## config.mk

```make
export PLATFORM = sky130hd
export DESIGN_NAME = muldiv_unit
export DESIGN_NICKNAME = d
export VERILOG_FILES = /design/src/rtl/muldiv_pkg.sv /design/src/rtl/muldiv_unit_cond_negate.sv /design/src/rtl/muldiv_unit.sv
export SDC_FILE = /design/constraint.sdc
export NUM_CORES = 1
export LEC_CHECK = 0
export ABC_AREA = 0
export ABC_CLOCK_PERIOD_IN_PS = 3700
export BUFFER_PORTS_ARGS = -buffer_cell sky130_fd_sc_hd__buf_2
export CAP_MARGIN = 20
export CELL_PAD_IN_SITES_DETAIL_PLACEMENT = 1
export CELL_PAD_IN_SITES_GLOBAL_PLACEMENT = 2
export CORE_MARGIN = 2
export CORE_UTILIZATION = 36
export DETAILED_ROUTE_END_ITERATION = 7
export GPL_TIMING_DRIVEN = 0
export PLACE_DENSITY = 0.91
export SYNTH_ARGS = -nofsm -noshare
export SYNTH_HDL_FRONTEND = slang
export SYNTH_SLANG_ARGS = --single-unit
```

## constraint.sdc

```tcl
create_clock -name clk -period 3.7 [get_ports clk]
set_clock_uncertainty 0.15 [all_clocks]
set_input_delay 0.74 -clock clk [delete_from_list [all_inputs] [get_ports clk]]
set_output_delay 0.74 -clock clk [all_outputs]
set_load 0.02 [all_outputs]
```

## src/rtl/muldiv_pkg.sv

```systemverilog
// Shared op codes and FSM state encoding for the iterative multiply/divide unit.
package muldiv_pkg;

  localparam logic [2:0] OP_MULT  = 3'b000;
  localparam logic [2:0] OP_MULTU = 3'b001;
  localparam logic [2:0] OP_DIV   = 3'b010;
  localparam logic [2:0] OP_DIVU  = 3'b011;
  localparam logic [2:0] OP_MTHI  = 3'b100;
  localparam logic [2:0] OP_MTLO  = 3'b101;

  typedef enum logic [1:0] {
    ST_IDLE = 2'd0,
    ST_RUN  = 2'd1,
    ST_FIX  = 2'd2
  } state_t;

  function automatic logic is_muldiv(input logic [2:0] op);
    return (op[2] == 1'b0);
  endfunction

endpackage

```

## src/rtl/muldiv_unit_cond_negate.sv

```systemverilog
// Conditional two's-complement negation: y = neg ? -x : x.
module cond_negate #(
  parameter int WIDTH = 32
) (
  input  logic [WIDTH-1:0] x,
  input  logic             neg,
  output logic [WIDTH-1:0] y
);

  assign y = neg ? (~x + WIDTH'(1)) : x;

endmodule

```

## src/rtl/muldiv_unit.sv

```systemverilog
// Iterative radix-2 multiply/divide unit with HI/LO registers and start/busy/done handshake.
module muldiv_unit
  import muldiv_pkg::*;
#(
  parameter int WIDTH = 32
) (
  input  logic             clk,
  input  logic             reset,
  input  logic             start,
  input  logic [2:0]       op,
  input  logic [WIDTH-1:0] a,
  input  logic [WIDTH-1:0] b,
  input  logic             cancel,
  output logic             busy,
  output logic             done,
  output logic [WIDTH-1:0] hi,
  output logic [WIDTH-1:0] lo
);

  localparam int CNT_W = $clog2(WIDTH);
  localparam logic [CNT_W-1:0] CNT_LAST = CNT_W'(WIDTH - 1);

  state_t               state, state_n;
  logic [CNT_W-1:0]     cnt;
  logic [2*WIDTH-1:0]   acc;
  logic [WIDTH-1:0]     opnd;
  logic                 is_div;
  logic                 neg_res;
  logic                 neg_rem;
  logic                 div0;

  logic                 op_signed;
  logic                 accept;
  logic [WIDTH-1:0]     a_mag, b_mag;
  logic [WIDTH:0]       mul_sum;
  logic [2*WIDTH-1:0]   mul_next;
  logic [WIDTH:0]       rem_sh;
  logic                 rem_ge;
  logic [WIDTH-1:0]     rem_sub;
  logic [2*WIDTH-1:0]   div_next;
  logic [2*WIDTH-1:0]   prod_fix;
  logic [WIDTH-1:0]     quo_fix, rem_fix;

  // Divide by zero leaves an all-ones quotient regardless of operand signs.
  function automatic logic [WIDTH-1:0] quot_sat(input logic zero_div,
                                               input logic [WIDTH-1:0] q);
    return zero_div ? '1 : q;
  endfunction

  assign op_signed = (op == OP_MULT) || (op == OP_DIV);
  assign accept    = (state == ST_IDLE) && start && !cancel;

  cond_negate #(.WIDTH(WIDTH)) u_mag_a (
    .x(a), .neg(op_signed & a[WIDTH-1]), .y(a_mag));
  cond_negate #(.WIDTH(WIDTH)) u_mag_b (
    .x(b), .neg(op_signed & b[WIDTH-1]), .y(b_mag));

  // Shift-add: add multiplicand into the upper half when the current LSB is set.
  assign mul_sum  = {1'b0, acc[2*WIDTH-1:WIDTH]} + {1'b0, (acc[0] ? opnd : '0)};
  assign mul_next = {mul_sum, acc[WIDTH-1:1]};

  // Restoring divide: shift partial remainder left, subtract divisor if it fits.
  assign rem_sh   = acc[2*WIDTH-1:WIDTH-1];
  assign rem_ge   = (rem_sh >= {1'b0, opnd});
  assign rem_sub  = WIDTH'(rem_sh - {1'b0, opnd});
  assign div_next = rem_ge ? {rem_sub, acc[WIDTH-2:0], 1'b1}
                           : {acc[2*WIDTH-2:0], 1'b0};

  cond_negate #(.WIDTH(2*WIDTH)) u_fix_prod (
    .x(acc), .neg(neg_res), .y(prod_fix));
  cond_negate #(.WIDTH(WIDTH)) u_fix_quo (
    .x(acc[WIDTH-1:0]), .neg(neg_res), .y(quo_fix));
  cond_negate #(.WIDTH(WIDTH)) u_fix_rem (
    .x(acc[2*WIDTH-1:WIDTH]), .neg(neg_rem), .y(rem_fix));

  always_comb begin
    state_n = state;
    case (state)
      ST_IDLE: if (accept && is_muldiv(op)) state_n = ST_RUN;
      ST_RUN:  if (cancel) state_n = ST_IDLE;
               else if (cnt == CNT_LAST) state_n = ST_FIX;
      ST_FIX:  state_n = ST_IDLE;
      default: state_n = ST_IDLE;
    endcase
  end

  always_ff @(posedge clk) begin
    if (!reset) begin
      state   <= ST_IDLE;
      busy    <= 1'b0;
      done    <= 1'b0;
      hi      <= '0;
      lo      <= '0;
      cnt     <= '0;
      acc     <= '0;
      opnd    <= '0;
      is_div  <= 1'b0;
      neg_res <= 1'b0;
      neg_rem <= 1'b0;
      div0    <= 1'b0;
    end else begin
      state <= state_n;
      busy  <= (state_n != ST_IDLE);
      done  <= 1'b0;
      case (state)
        ST_IDLE: begin
          if (accept) begin
            if (is_muldiv(op)) begin
              acc     <= {{WIDTH{1'b0}}, a_mag};
              opnd    <= b_mag;
              cnt     <= '0;
              is_div  <= op[1];
              neg_res <= op_signed & (a[WIDTH-1] ^ b[WIDTH-1]);
              neg_rem <= op_signed & a[WIDTH-1];
              div0    <= (b == '0);
            end else if (op == OP_MTHI) begin
              hi <= a;
            end else if (op == OP_MTLO) begin
              lo <= a;
            end
          end
        end
        // RUN: one radix-2 step per edge
        ST_RUN: begin
          if (!cancel) begin
            acc <= is_div ? div_next : mul_next;
            cnt <= cnt + CNT_W'(1);
          end
        end
        // FIX: sign correction and architectural writeback
        ST_FIX: begin
          if (!cancel) begin
            if (is_div) begin
              hi <= rem_fix;
              lo <= quot_sat(div0, quo_fix);
            end else begin
              {hi, lo} <= prod_fix;
            end
            done <= 1'b1;
          end
        end
        default: ;
      endcase
    end
  end

endmodule
```

======== Word-level counts from Yosys, hierarchy flattened ========
Cells that the tools add are included.
word-level totals
  register bits after elaboration ......... 173
  input port bits ......................... 71
  memories ................................ 0
  RAM bits ................................ 0
  bits in latches ......................... 0
  memory bits (read-only) ................. 0
  logic and storage cells ................. 96
cells by class
  reduce and logical (&&, ||, !) cells .... 16
  bitwise operators ....................... 10
  shift operators ......................... 0
  eq/ne operators ......................... 14
  $lt $le $gt $ge ......................... 1
  divide/modulo/power cells ............... 0
  $add $sub $neg .......................... 8
  $mul .................................... 0
  mux-type cells .......................... 35
operator list
  cell                                                              number
  32-bit two-way mux                                                17
  64-bit two-way mux                                                6
  32-bit by 1-bit adder with 32-bit output (second input constant)  4
  32-bit NOT                                                        4
  32-bit one-hot mux with 2 select lines                            2
  64-bit one-hot mux with 2 select lines                            1
  64-bit by 1-bit adder with 64-bit output (second input constant)  1
  64-bit NOT                                                        1
  32-bit by 32-bit adder with 33-bit output                         1
  33-bit by 32-bit >= comparator with 1-bit output                  1
  32-bit logical NOT                                                1
  32-bit subtractor                                                 1
  5-bit two-way mux                                                 3
  2-bit != test (second input constant)                             6
  5-bit one-hot mux with 2 select lines                             1
  3-bit == test (second input constant)                             2
  2-bit two-way mux                                                 3
  6-bit AND reduction                                               1
  2-bit nonzero test                                                3
  5-bit by 1-bit adder with 5-bit output (second input constant)    1
  5-bit == test (second input constant)                             1
  5-bit AND reduction                                               1
  2-bit by 1-bit != test with 1-bit output (second input constant)  2
  2-bit one-hot mux with 2 select lines                             1
  15 further kinds                                                  19

======== Depth between registers and ports, before layout ========
Gate-level depths: netlist (run 1).
  depth after elaboration ................. 7
  gate-level depth with buffers ........... 14
  gate-level depth less buffers ........... 13

======== Hierarchy ========
A second synthesis (run 1) with hierarchy kept.
second synthesis, totals
  cells, all modules ...................... 2,132
  area, all modules ....................... 16,961.3 um2
modules (own cells, without submodules)
  module                        cells an instance  sequential area each (um2)  times used  area an instance (um2)
  muldiv_unit                   1,530              3,463.3                     1           12,204.2
  cond_negate at u_fix_quo ...  99                 0.0                         4           777.0
  cond_negate at u_fix_prod     206                0.0                         1           1,649.1

======== Least setup slack after synthesis (run 1) ========
No wires, ideal clock.
  path type ............................... reg-to-reg
  start ................................... register acc[41]
  end ..................................... register acc[43]
  setup time .............................. 0.133 ns
  stages on the path, launching flop included .. 13
  setup slack ............................. 0.483 ns
  arrival ................................. 2.934 ns
  required time ........................... 3.417 ns
  clock period less this slack ............ 3.217 ns
  cells stage by stage .................... dfxtp_1 ha_1 clkbuf_1 a21oi_1 o21ai_0 a221oi_1 a211oi_2 a21oi_1 clkbuf_1 buf_2 nor2_1 a21oi_1 o221ai_1
on the way
  longest elaborated chain between the ends .. 5
  elaborated cells on any way between the ends .. 7
  those cells by class .................... add/sub: 2; order compare: 1; mux: 4
RTL lines
  what                                                                                          line                                  text
  start: declaration                                                                            muldiv_unit.sv:25                     logic [2*WIDTH-1:0] acc;
  start signal: assignment                                                                      muldiv_unit.sv:109                    acc <= {{WIDTH{1'b0}}, a_mag};
  start signal: assignment                                                                      muldiv_unit.sv:126                    acc <= is_div ? div_next : mul_next;
  32-bit subtractor / 33-bit by 32-bit >= comparator with 1-bit output (equally long branches)  muldiv_unit.sv:65, muldiv_unit.sv:64
  64-bit two-way mux                                                                            muldiv_unit.sv:66                     assign div_next = rem_ge ? {rem_sub, acc[WIDTH-2:0], 1'b1}
  64-bit two-way mux (*)                                                                        muldiv_unit.sv:126
  64-bit two-way mux (*)                                                                        muldiv_unit.sv:125                    if (!cancel) begin
  64-bit one-hot mux with 2 select lines (*)                                                    muldiv_unit.sv:105                    case (state)
Mark *: on every way between the ends. The rest lies on a longest branch, timed or not. The select of a mux whose other input is x is not followed.
A chain may end at the register's enable or synchronous reset.

======== Worst setup path in the final report (run 1) ========
  start ................................... register opnd[26]
  end ..................................... register acc[40]
on the way
  longest elaborated chain between the ends .. 5
RTL lines
  what                                              line                text
  start: declaration                                muldiv_unit.sv:26   logic [WIDTH-1:0] opnd;
  start signal: assignment                          muldiv_unit.sv:110  opnd <= b_mag;
  33-bit by 32-bit >= comparator with 1-bit output  muldiv_unit.sv:64   assign rem_ge = (rem_sh >= {1'b0, opnd});
  64-bit two-way mux                                muldiv_unit.sv:66
  64-bit two-way mux                                muldiv_unit.sv:126
  64-bit two-way mux                                muldiv_unit.sv:125
  64-bit one-hot mux with 2 select lines            muldiv_unit.sv:105
No other way between the ends. The select of a mux whose other input is x is not followed.

==> flow_metrics.env, run 1 <==
export IMPL_status="finished, final reports clean"
export IMPL_max_freq_mhz=281.6
export IMPL_slew_violations=0
export IMPL_path_class="flop to flop"
export IMPL_max_cap_violations=0
export IMPL_drive_above_1_share=0.1271
export IMPL_max_slew_margin=0.2846
export IMPL_synthFlopType="dfxtp_1"
export IMPL_gp_routability_congestion=0.9575
export IMPL_vias=15910
export IMPL_ys_types=91
export IMPL_ys_ff_latch=173
export IMPL_critPathMaxFanout=10
export IMPL_worst_pin_slew_ps=1073
export IMPL_io_pins=137
export IMPL_grt_pass1_vias=16410
export IMPL_dp_slack_ps=-947.0
export IMPL_grt_max_degree=18
export IMPL_nNetsFinal=2247
export IMPL_async_flop_share=0
export IMPL_finalCriticalPeriod_ps=3552
export IMPL_drt_first_iter_violations=1026
export IMPL_synthCells=1945
export IMPL_dp_hpwl_um=54260
export IMPL_htree_levels=4
export IMPL_clkTransAtPathRegs_ps=80
export IMPL_grt_ovfl_total=0
export IMPL_wl_per_cell_um=25.80
export IMPL_clock_sinks=173
export IMPL_grt_pass1_wl_um=101700
export IMPL_cts_tree="built"
export IMPL_dieHeight_um=204.8
export IMPL_critical_path_startpoint_type="flop"
export IMPL_start_util=0.3652
export IMPL_vias_per_cell=6.020
export IMPL_drt_total_wl_um=68190
export IMPL_worstPathRequired_ps=3920
export IMPL_mostFrequentLayoutCells="219 x nand2_1, 164 x dfxtp_1, 159 x a21oi_1"
export IMPL_crit_arrival_ps=3770
export IMPL_cts_root_buf="clkbuf_16"
export IMPL_fp_dieArea_um2=41930
export IMPL_whs_ps=309.9
export IMPL_syn_num_nets=2088
export IMPL_peakVddDrop_mv=0.3367
export IMPL_synth_edf_count=0
export IMPL_core_area_um2=39730
export IMPL_ant_nets=0
export IMPL_ys_seq_area_frac=0.2387
export IMPL_rows=73
export IMPL_dr_pass1_iters=5
export IMPL_antenna_found_initial=1
export IMPL_syn_area_um2=14510
export IMPL_avgSynthCellArea_um2=7.460
export IMPL_die_w_um=204.8
export IMPL_hp_class="flop to flop"
export IMPL_areaGrowthSynthToFinish_pct=14.86
export IMPL_crit_path_end_kind="flop"
export IMPL_cts_buffers=17
export IMPL_power_leakage_nw=6.981
export IMPL_period_share=0.9599
export IMPL_setup_viol=0
export IMPL_drc_errors=0
export IMPL_hold_viol=0
export IMPL_final_common_cell="nand2_1"
export IMPL_clk_latency_ps=480
export IMPL_p_per_area_nw_per_um2=303.9
export IMPL_nFillCells=5065
export IMPL_cts_buffer_depth=2
export IMPL_grt_usage=0.3260
export IMPL_finalWorstSetupSlack_ps=148.4
export IMPL_ys_warn_count=0
export IMPL_io_buffers=135
[layer usage]
layer | GRT usage | share of wire
met5 | 0 | 0
met4 | 0.1869 | 0.065
met3 | 0.04582 | 0.053
met2 | 0.5573 | 0.47
met1 | 0.3898 | 0.41
[power by group]
part	internal, mW	switching (mW)	total, mW	leakage (nW)
registers	1.91	0.0541	1.96	1.41
clock network	0.901	0.942	1.84	0.266
logic	0.441	0.816	1.26	5.31
[layout make-up]
class	count	area, µm²	share of cell area
clock inverter	14	125.1	0.007508
multi-input combinational	1576	10390	0.6233
timing repair buffer	145	747.0	0.04482
clock buffer	18	439.2	0.02635
buffer	123	565.5	0.03393
sequential	173	3480	0.2088
inverter	68	261.5	0.01569
tap	525	656.9	0.03941
antenna	1	2.502	0.0001502
[cell families (layout without fill, tap and decap cells)]
family | Yosys count | in the layout | synth area share
xor gates and xnor gates | 168 | 168 | 0.1014
adders and majority gates | 72 | 72 | 0.06312
other | 0 | 1 | 0
DFF | 173 | 173 | 0.2387
muxes | 49 | 49 | 0.03406
and+or+nand+nor | 658 | 658 | 0.2202
buffers and inverters | 196 | 368 | 0.05622
AOI/OAI and AO/OA | 629 | 629 | 0.2863
[stage by stage]
step | utilization | total power, mW | instances | TNS [ps] | cell area (µm²)
floorplan | - | 2.726 | 1945 | 0 | 14510
finish | 0.4195 | 5.065 | 2643 | 0 | 16670
global placement | 0.3987 | 3.165 | 2605 | -29890 | 15840
detailed placement | 0.3988 | 3.184 | 2606 | -30470 | 15850
global route | 0.4195 | 5.243 | 2643 | -15.69 | 16670
CTS | 0.4162 | 5.034 | 2640 | -43.66 | 16540
[registers in the layout, indices dropped and copies added (netlist names)]
| signal | flops |
|---|---|
| acc | 64 |
| cnt | 5 |
| state | 2 |
| neg_rem | 1 |
| is_div | 1 |
| hi | 32 |
| neg_res | 1 |
| done | 1 |
| lo | 32 |
| busy | 1 |
| div0 | 1 |
| opnd | 32 |
[path summary, 6_finish.rpt]
check        endpoint  startpoint  cells past startpoint  slack [ps]
max           acc[40]    opnd[26]                     13         150
min            lo[18]      lo[18]                      2         310
max reg2reg   acc[40]    opnd[26]                     13         150
min reg2reg    lo[18]      lo[18]                      2         310
[timing repair]
item                       in CTS  in global routing
buffers inserted                3                  5
pin swaps                       1                  7
hold buffers                    0                  0
setup endpoints to repair      63                 41
gates resized for setup        34                 41
[worst max-delay path, cell delays in order, from the launching register on]
cell and delay, ps:
dfxtp_1 480, inv_1 100, ha_1 280, clkbuf_1 200
a21o_1 220, a21o_1 160, a21oi_1 240, a21boi_0 220
o311ai_1 170, a21oi_4 290, clkbuf_4 370, mux2i_1 240
a21oi_1 110, a21o_1 220
[synth_stat cells, types with 5 or more instances]
master,n,area (µm²)
nand2_1,219,822.0
dfxtp_1,173,3463
a21oi_1,166,830.8
nor2_1,149,559.3
o21ai_0,141,705.7
clkbuf_1,106,397.9
xnor2_1,90,788.3
xor2_1,78,683.2
ha_1,70,875.8
inv_1,68,255.2
nand3_1,55,275.3
a21boi_0,47,352.8
mux2i_1,46,460.4
o211ai_1,37,277.8
or3_1,32,200.2
nor3_1,30,150.1
nand4_1,29,181.4
o211a_1,27,270.3
o31ai_1,27,202.7
nor2b_1,26,162.7
a21o_1,25,187.7
o221ai_1,25,219.0
nor4_1,24,150.1
nand2b_1,18,112.6
a211oi_1,16,120.1
and2_1,13,81.33
o21a_1,12,90.09
or4_1,12,90.09
a22oi_1,11,82.58
a31oi_1,11,68.82
o41ai_1,10,87.58
a221oi_1,8,70.07
buf_1,8,30.03
o21bai_1,8,60.06
or2_2,8,50.05
and3_1,7,43.79
nor3b_1,6,45.04
o22ai_1,6,37.54
a211o_1,5,43.79
nor4b_1,5,43.79
or4_4,5,56.30
Power figures use the tool's default switching activity.
==> inputs of run 2 (changes only) <==
BUFFER_PORTS_ARGS = unset   (was -buffer_cell sky130_fd_sc_hd__buf_2)
CORE_UTILIZATION = 38   (was 36)
DONT_BUFFER_PORTS = 1   (was unset)
PLACE_DENSITY = 0.89   (was 0.91)
==> run 2 against run 1 <==
  * Routed wire length fell by 2.4%
  * Register-to-register slack worse by 130 ps
  * Clock-buffer cell count unchanged
  * Sequential cell count stayed put
  * Clock power rose by 5%
  * Via count fell by 3.0%
  * First-iteration DRC count up 12%
  * Highest routed layer is now met5
==> flow_metrics.env, run 2 (same netlist as run 1, synthesis figures left out) <==
export IMPL_status="finished, final reports clean"
export IMPL_grt_ovfl_total=0
export IMPL_dr_pass1_iters=7
export IMPL_busiest_layer="met2"
export IMPL_io_buffers=0
export IMPL_gp_routability_congestion=0.9596
export IMPL_clock_sinks=173
export IMPL_p_per_area_nw_per_um2=316.3
export IMPL_max_slew_margin=0.2787
export IMPL_areaGrowthSynthToFinish_pct=10.05
export IMPL_critPathMaxFanout=10
export IMPL_grt_max_degree=17
export IMPL_holdBufCountCts=0
export IMPL_ant_nets=0
export IMPL_core_area_um2=37670
export IMPL_grt_pass1_wl_um=99590
export IMPL_peakVddDrop_mv=0.3433
export IMPL_io_pins=137
export IMPL_met3_usage=0.05502
export IMPL_critical_path_startpoint_type="flop"
export IMPL_largest_register_ffs=64
export IMPL_antenna_found_initial=2
export IMPL_max_cap_violations=0
export IMPL_top_register="acc"
export IMPL_rsz0062_at_grt="no"
export IMPL_p_total_mw=5.051
export IMPL_hold_viol=0
export IMPL_power_leakage_nw=6.356
export IMPL_worstPathRequired_ps=3960
export IMPL_worstReg2RegStart="is_div"
export IMPL_whs_ps=269.1
export IMPL_r2r_cells=6
export IMPL_start_util=0.3852
export IMPL_worst_pin_slew_ps=1082
export IMPL_hold_path_depth=2
export IMPL_vias_per_cell=6.191
export IMPL_max_freq_mhz=271.3
export IMPL_cts_buffers=17
export IMPL_worst_hold_path_endpoint="opnd[0]"
export IMPL_cts_tree="built"
export IMPL_drt_first_iter_violations=1148
export IMPL_clkTransAtPathRegs_ps=80
export IMPL_drt_total_wl_um=66560
export IMPL_rows=71
export IMPL_htree_levels=4
export IMPL_reg2reg_to="acc[57]"
export IMPL_mostFrequentLayoutCells="219 x nand2_1, 164 x dfxtp_1, 160 x a21oi_1"
export IMPL_cts_root_buf="clkbuf_16"
export IMPL_hp_start="b[0]"
export IMPL_nNetsFinal=2110
export IMPL_crit_start="is_div"
export IMPL_dp_hpwl_um=52750
export IMPL_finalCriticalPeriod_ps=3685
export IMPL_grt_pass1_vias=15880
export IMPL_fp_dieArea_um2=39760
export IMPL_drc_errors=0
export IMPL_crit_path_end_kind="flop"
export IMPL_crit_arrival_ps=3940
export IMPL_clk_latency_ps=470
export IMPL_cts_buffer_depth=2
export IMPL_grt_use_met1=0.3978
export IMPL_fin_util=0.4240
export IMPL_vias=15430
export IMPL_met2_usage=0.5770
export IMPL_setup_viol=0
export IMPL_hp_class="primary input to flop"
export IMPL_grt_usage=0.3370
export IMPL_reg2reg_slack_ps=10
export IMPL_dieHeight_um=199.4
export IMPL_die_w_um=199.4
export IMPL_period_share=0.9960
export IMPL_path_class="flop to flop"
export IMPL_slew_violations=0
export IMPL_drive_above_1_share=0.06364
export IMPL_wl_per_cell_um=26.71
export IMPL_final_common_cell="nand2_1"
-- run 2: cell count changes in the layout (fill, tap and decap cells not counted), sizes merged --
cell      change
buf         -135
clkinv        +3
clkinvlp      -3
bufinv        +2
clkbuf        -2
inv           -2
-- run 2: critical path: stages, from the launching register on --
cell,delay [ps]
dfxtp_1,410
clkbuf_1,470
clkbuf_1,600
clkbuf_1,800
buf_1,730
o221ai_1,340
nand2_1,110
-- run 2: worst max path at each step --
stage                    to  slack, ps  cells after the start
floorplan           acc[43]        480                     12
global placement    acc[58]      -1000                     14
detailed placement  acc[58]       -910                     14
CTS                  hi[19]          2                      9
global route        acc[43]        0.8                     13
finish              acc[57]         10                      6
-- run 2: cell type report --
cell class	instances	area, µm²
fill	4727	21700
clock buffer	18	439.2
tap	511	639.4
timing repair buffer	8	60.06
clock inverter	14	160.2
multi-input combinational	1576	10370
buffer	123	565.5
antenna	1	2.502
sequential	173	3475
inverter	68	257.7
-- run 2: report_power, final --
group	total [mW]	leakage (nW)	switching [mW]	internal [mW]
Sequential	1.98	1.41	0.0680	1.91
Combinational	1.13	4.66	0.721	0.411
Clock	1.94	0.291	0.913	1.03
Total	5.05	6.36	1.70	3.35
-- run 2: what timing repair did --
action                                  CTS  global route
gates resized for setup                  35            34
pin swaps                                 4             5
buffers inserted                          2             5
endpoints found under the setup margin   58            38
-- run 2: layer usage --
layer,wire (µm),share of wire
met1,26830,0.40
met2,31570,0.47
met3,3930,0.059
met4,4218,0.063
met5,13,0.00020
-- run 2: stage by stage --
step | setup slack (ps) | cell area [µm²] | cells | setup TNS (ps)
finish | 14.63 | 15970 | 2492 | 0
global route | 0.8429 | 15970 | 2491 | 0
CTS | 2.014 | 15880 | 2490 | 0
detailed placement | -912.6 | 15160 | 2457 | -29450
global placement | -997.2 | 15150 | 2456 | -27130
floorplan | 482.8 | 14510 | 1945 | 0
==> inputs of run 3 (changes only) <==
--- a/config.mk
+++ b/config.mk
@@ -12,2 +12,3 @@
 export CELL_PAD_IN_SITES_GLOBAL_PLACEMENT = 2
+export CORE_ASPECT_RATIO = 0.75
 export CORE_MARGIN = 2
--- a/constraint.sdc
+++ b/constraint.sdc
@@ -4,2 +4,2 @@
 set_output_delay 0.74 -clock clk [all_outputs]
-set_load 0.02 [all_outputs]
+set_load 0.05 [all_outputs]
==> run 3 against run 2 <==
  * First-iteration DRC count rose by 47%
  * Non-clock buffer count rose by 10
  * Clock power fell by 3%
  * Fmax rose by 1.2%
  * Die area barely moved
  * Utilization rose by 0.79 points
  * Critical path depth rose by 5
  * Total power rose by 0.90%
  * Sequential power barely moved
  * Clock-buffer cell count rose by 3
  * Worst hold slack improved by 24 ps
  * Via count rose by 3.3%
  * Largest cell class unchanged
==> flow_metrics.env, run 3 (same netlist as run 1, synthesis figures left out) <==
export IMPL_status="finished, final reports clean"
export IMPL_dieHeight_um=173.2
export IMPL_grt_pass1_wl_um=101700
export IMPL_drc_errors=0
export IMPL_core_area_um2=37320
export IMPL_htree_levels=4
export IMPL_crit_path_end_kind="flop"
export IMPL_period_share=0.9843
export IMPL_largest_register_ffs=64
export IMPL_rsz0062_at_grt="no"
export IMPL_peakVddDrop_mv=0.2551
export IMPL_dp_slack_ps=-1025
export IMPL_finalCriticalPeriod_ps=3642
export IMPL_grt_pass1_vias=15420
export IMPL_nNetsFinal=2120
export IMPL_final_common_cell="nand2_1"
export IMPL_comb_power_share=0.237
export IMPL_cp_num_buf_inv=1
export IMPL_antenna_found_initial=1
export IMPL_areaGrowthSynthToFinish_pct=11.09
export IMPL_rows=61
export IMPL_ant_nets=0
export IMPL_multiInputGateArea_um2=10430
export IMPL_crit_chain="inv_1 -> ha_1 -> and2_1 -> a221o_1 -> a221o_1 -> a221o_1 -> a21boi_2 -> o21ai_0 -> xnor2_1 -> o211ai_1 -> a32o_1"
export IMPL_max_cap_violations=0
export IMPL_place_inst=2449
export IMPL_fp_dieArea_um2=39780
export IMPL_finalWorstSetupSlack_ps=57.92
export IMPL_top_register="acc"
export IMPL_drt_total_wl_um=68950
export IMPL_wl_per_cell_um=27.64
export IMPL_worst_hold_path_endpoint="hi[21]"
export IMPL_dp_hpwl_um=54610
export IMPL_io_buffers=0
export IMPL_crit_family="compound AO/OA/AOI/OAI gates"
export IMPL_fin_util=0.4319
export IMPL_crit_arrival_ps=3840
export IMPL_die_w_um=229.6
export IMPL_path_class="flop to flop"
export IMPL_reg2reg_to="acc[58]"
export IMPL_clkPwrFrac=0.370
export IMPL_max_slew_margin=0.1255
export IMPL_hold_viol=0
export IMPL_reg2reg_slack_ps=60
export IMPL_fin_cells=2494
export IMPL_crit_start="opnd[7]"
export IMPL_clock_sinks=173
export IMPL_seqPwrFrac=0.393
export IMPL_p_total_mw=5.097
export IMPL_hp_start="a[21]"
export IMPL_worstPathRequired_ps=3900
export IMPL_vias_per_cell=6.392
export IMPL_gp_routability_congestion=0.9874
export IMPL_cts_root_buf="clkbuf_16"
export IMPL_cts_tree="built"
export IMPL_p_per_area_nw_per_um2=316.2
export IMPL_start_util=0.3888
export IMPL_vias=15940
export IMPL_power_leakage_nw=6.428
export IMPL_io_pins=137
export IMPL_max_stage_delay_ps=450
export IMPL_power_switching_mw=1.746
export IMPL_power_share_switching=0.3426
export IMPL_worst_pin_slew_ps=1300
export IMPL_hold_path_depth=2
export IMPL_cts_buffers=17
export IMPL_worstReg2RegStart="opnd[7]"
export IMPL_slew_violations=0
export IMPL_dr_pass1_iters=6
export IMPL_critical_path_slowest_cell="a221o_1"
export IMPL_grt_max_degree=17
export IMPL_grt_usage=0.3398
export IMPL_critical_path_startpoint_type="flop"
export IMPL_path_common_cell="a221o_1"
export IMPL_mostFrequentLayoutCells="219 x nand2_1, 162 x dfxtp_1, 160 x a21oi_1"
export IMPL_seqCellArea_um2=3482
export IMPL_critPathMaxFanout=6
export IMPL_cts_buffer_depth=2
export IMPL_clkTransAtPathRegs_ps=70
export IMPL_setup_viol=0
export IMPL_whs_ps=293.3
export IMPL_p_int_mw=3.351
export IMPL_nFillCells=4692
export IMPL_grt_ovfl_total=0
export IMPL_max_freq_mhz=274.6
export IMPL_hp_class="primary input to flop"
export IMPL_drive_above_1_share=0.07491
export IMPL_clk_latency_ps=460
export IMPL_r2r_cells=11
export IMPL_drt_first_iter_violations=1690
[run 3: cell types whose count changed in the layout (fill, tap and decap cells not counted), moves of 2 or more]
cell	before	now
a2111oi_0	3	1
buf_1	9	7
buf_4	13	25
clkbuf_4	3	1
clkbuf_8	4	7
clkinvlp_4	2	4
dfxtp_1	164	162
dfxtp_4	0	2
ha_1	69	65
ha_2	1	5
xnor2_1	90	88
xnor2_2	0	2
[run 3: power groups by stage]
stage | Combinational [mW] | Clock, mW | Sequential [mW]
global route | 1.28 | 1.97 | 2.01
global placement | 1.05 | 0 | 2.04
CTS | 1.11 | 1.88 | 2.00
finish | 1.21 | 1.88 | 2.00
floorplan | 0.730 | 0 | 2.02
detailed placement | 1.07 | 0 | 2.05
[run 3: worst max path at each step]
stage	to	cells after the start
detailed placement	acc[43]	11
global placement	acc[43]	11
global route	acc[56]	14
CTS	acc[57]	14
floorplan	acc[43]	12
finish	acc[58]	11
[run 3: metrics by stage]
stage	setup TNS [ps]	instance area, µm²
global route	0	16120
CTS	0	15900
finish	0	16120
global placement	-37060	15140
floorplan	0	14510
detailed placement	-36820	15140
[run 3: per-layer routing]
layer / GRT usage / vias up / wire length, µm / part of all wire
met5: 0 / - / 113 / 0.0016
li1: - / 7132 / - / -
met3: 0.1324 / 81 / 8970 / 0.13
met1: 0.4955 / 7902 / 31650 / 0.46
met2: 0.4651 / 825 / 26980 / 0.39
met4: 0.07251 / 2 / 1230 / 0.018
[run 3: what timing repair did]
action                     4_1_cts  5_1_grt
resized for setup               38       45
hold buffers                     0        0
hold endpoints to repair         0        0
setup buffers                    7       13
setup endpoints to repair       65       56
pin swaps                        3       18
[run 3: layout make-up]
type | instances | share of cell area
multi-input combinational | 1576 | 0.6471
buffer | 119 | 0.03400
antenna | 1 | 0.0001552
timing repair buffer | 22 | 0.01102
clock buffer | 21 | 0.02981
tap | 504 | 0.03912
sequential | 173 | 0.2160
inverter | 68 | 0.01630
clock inverter | 10 | 0.006520
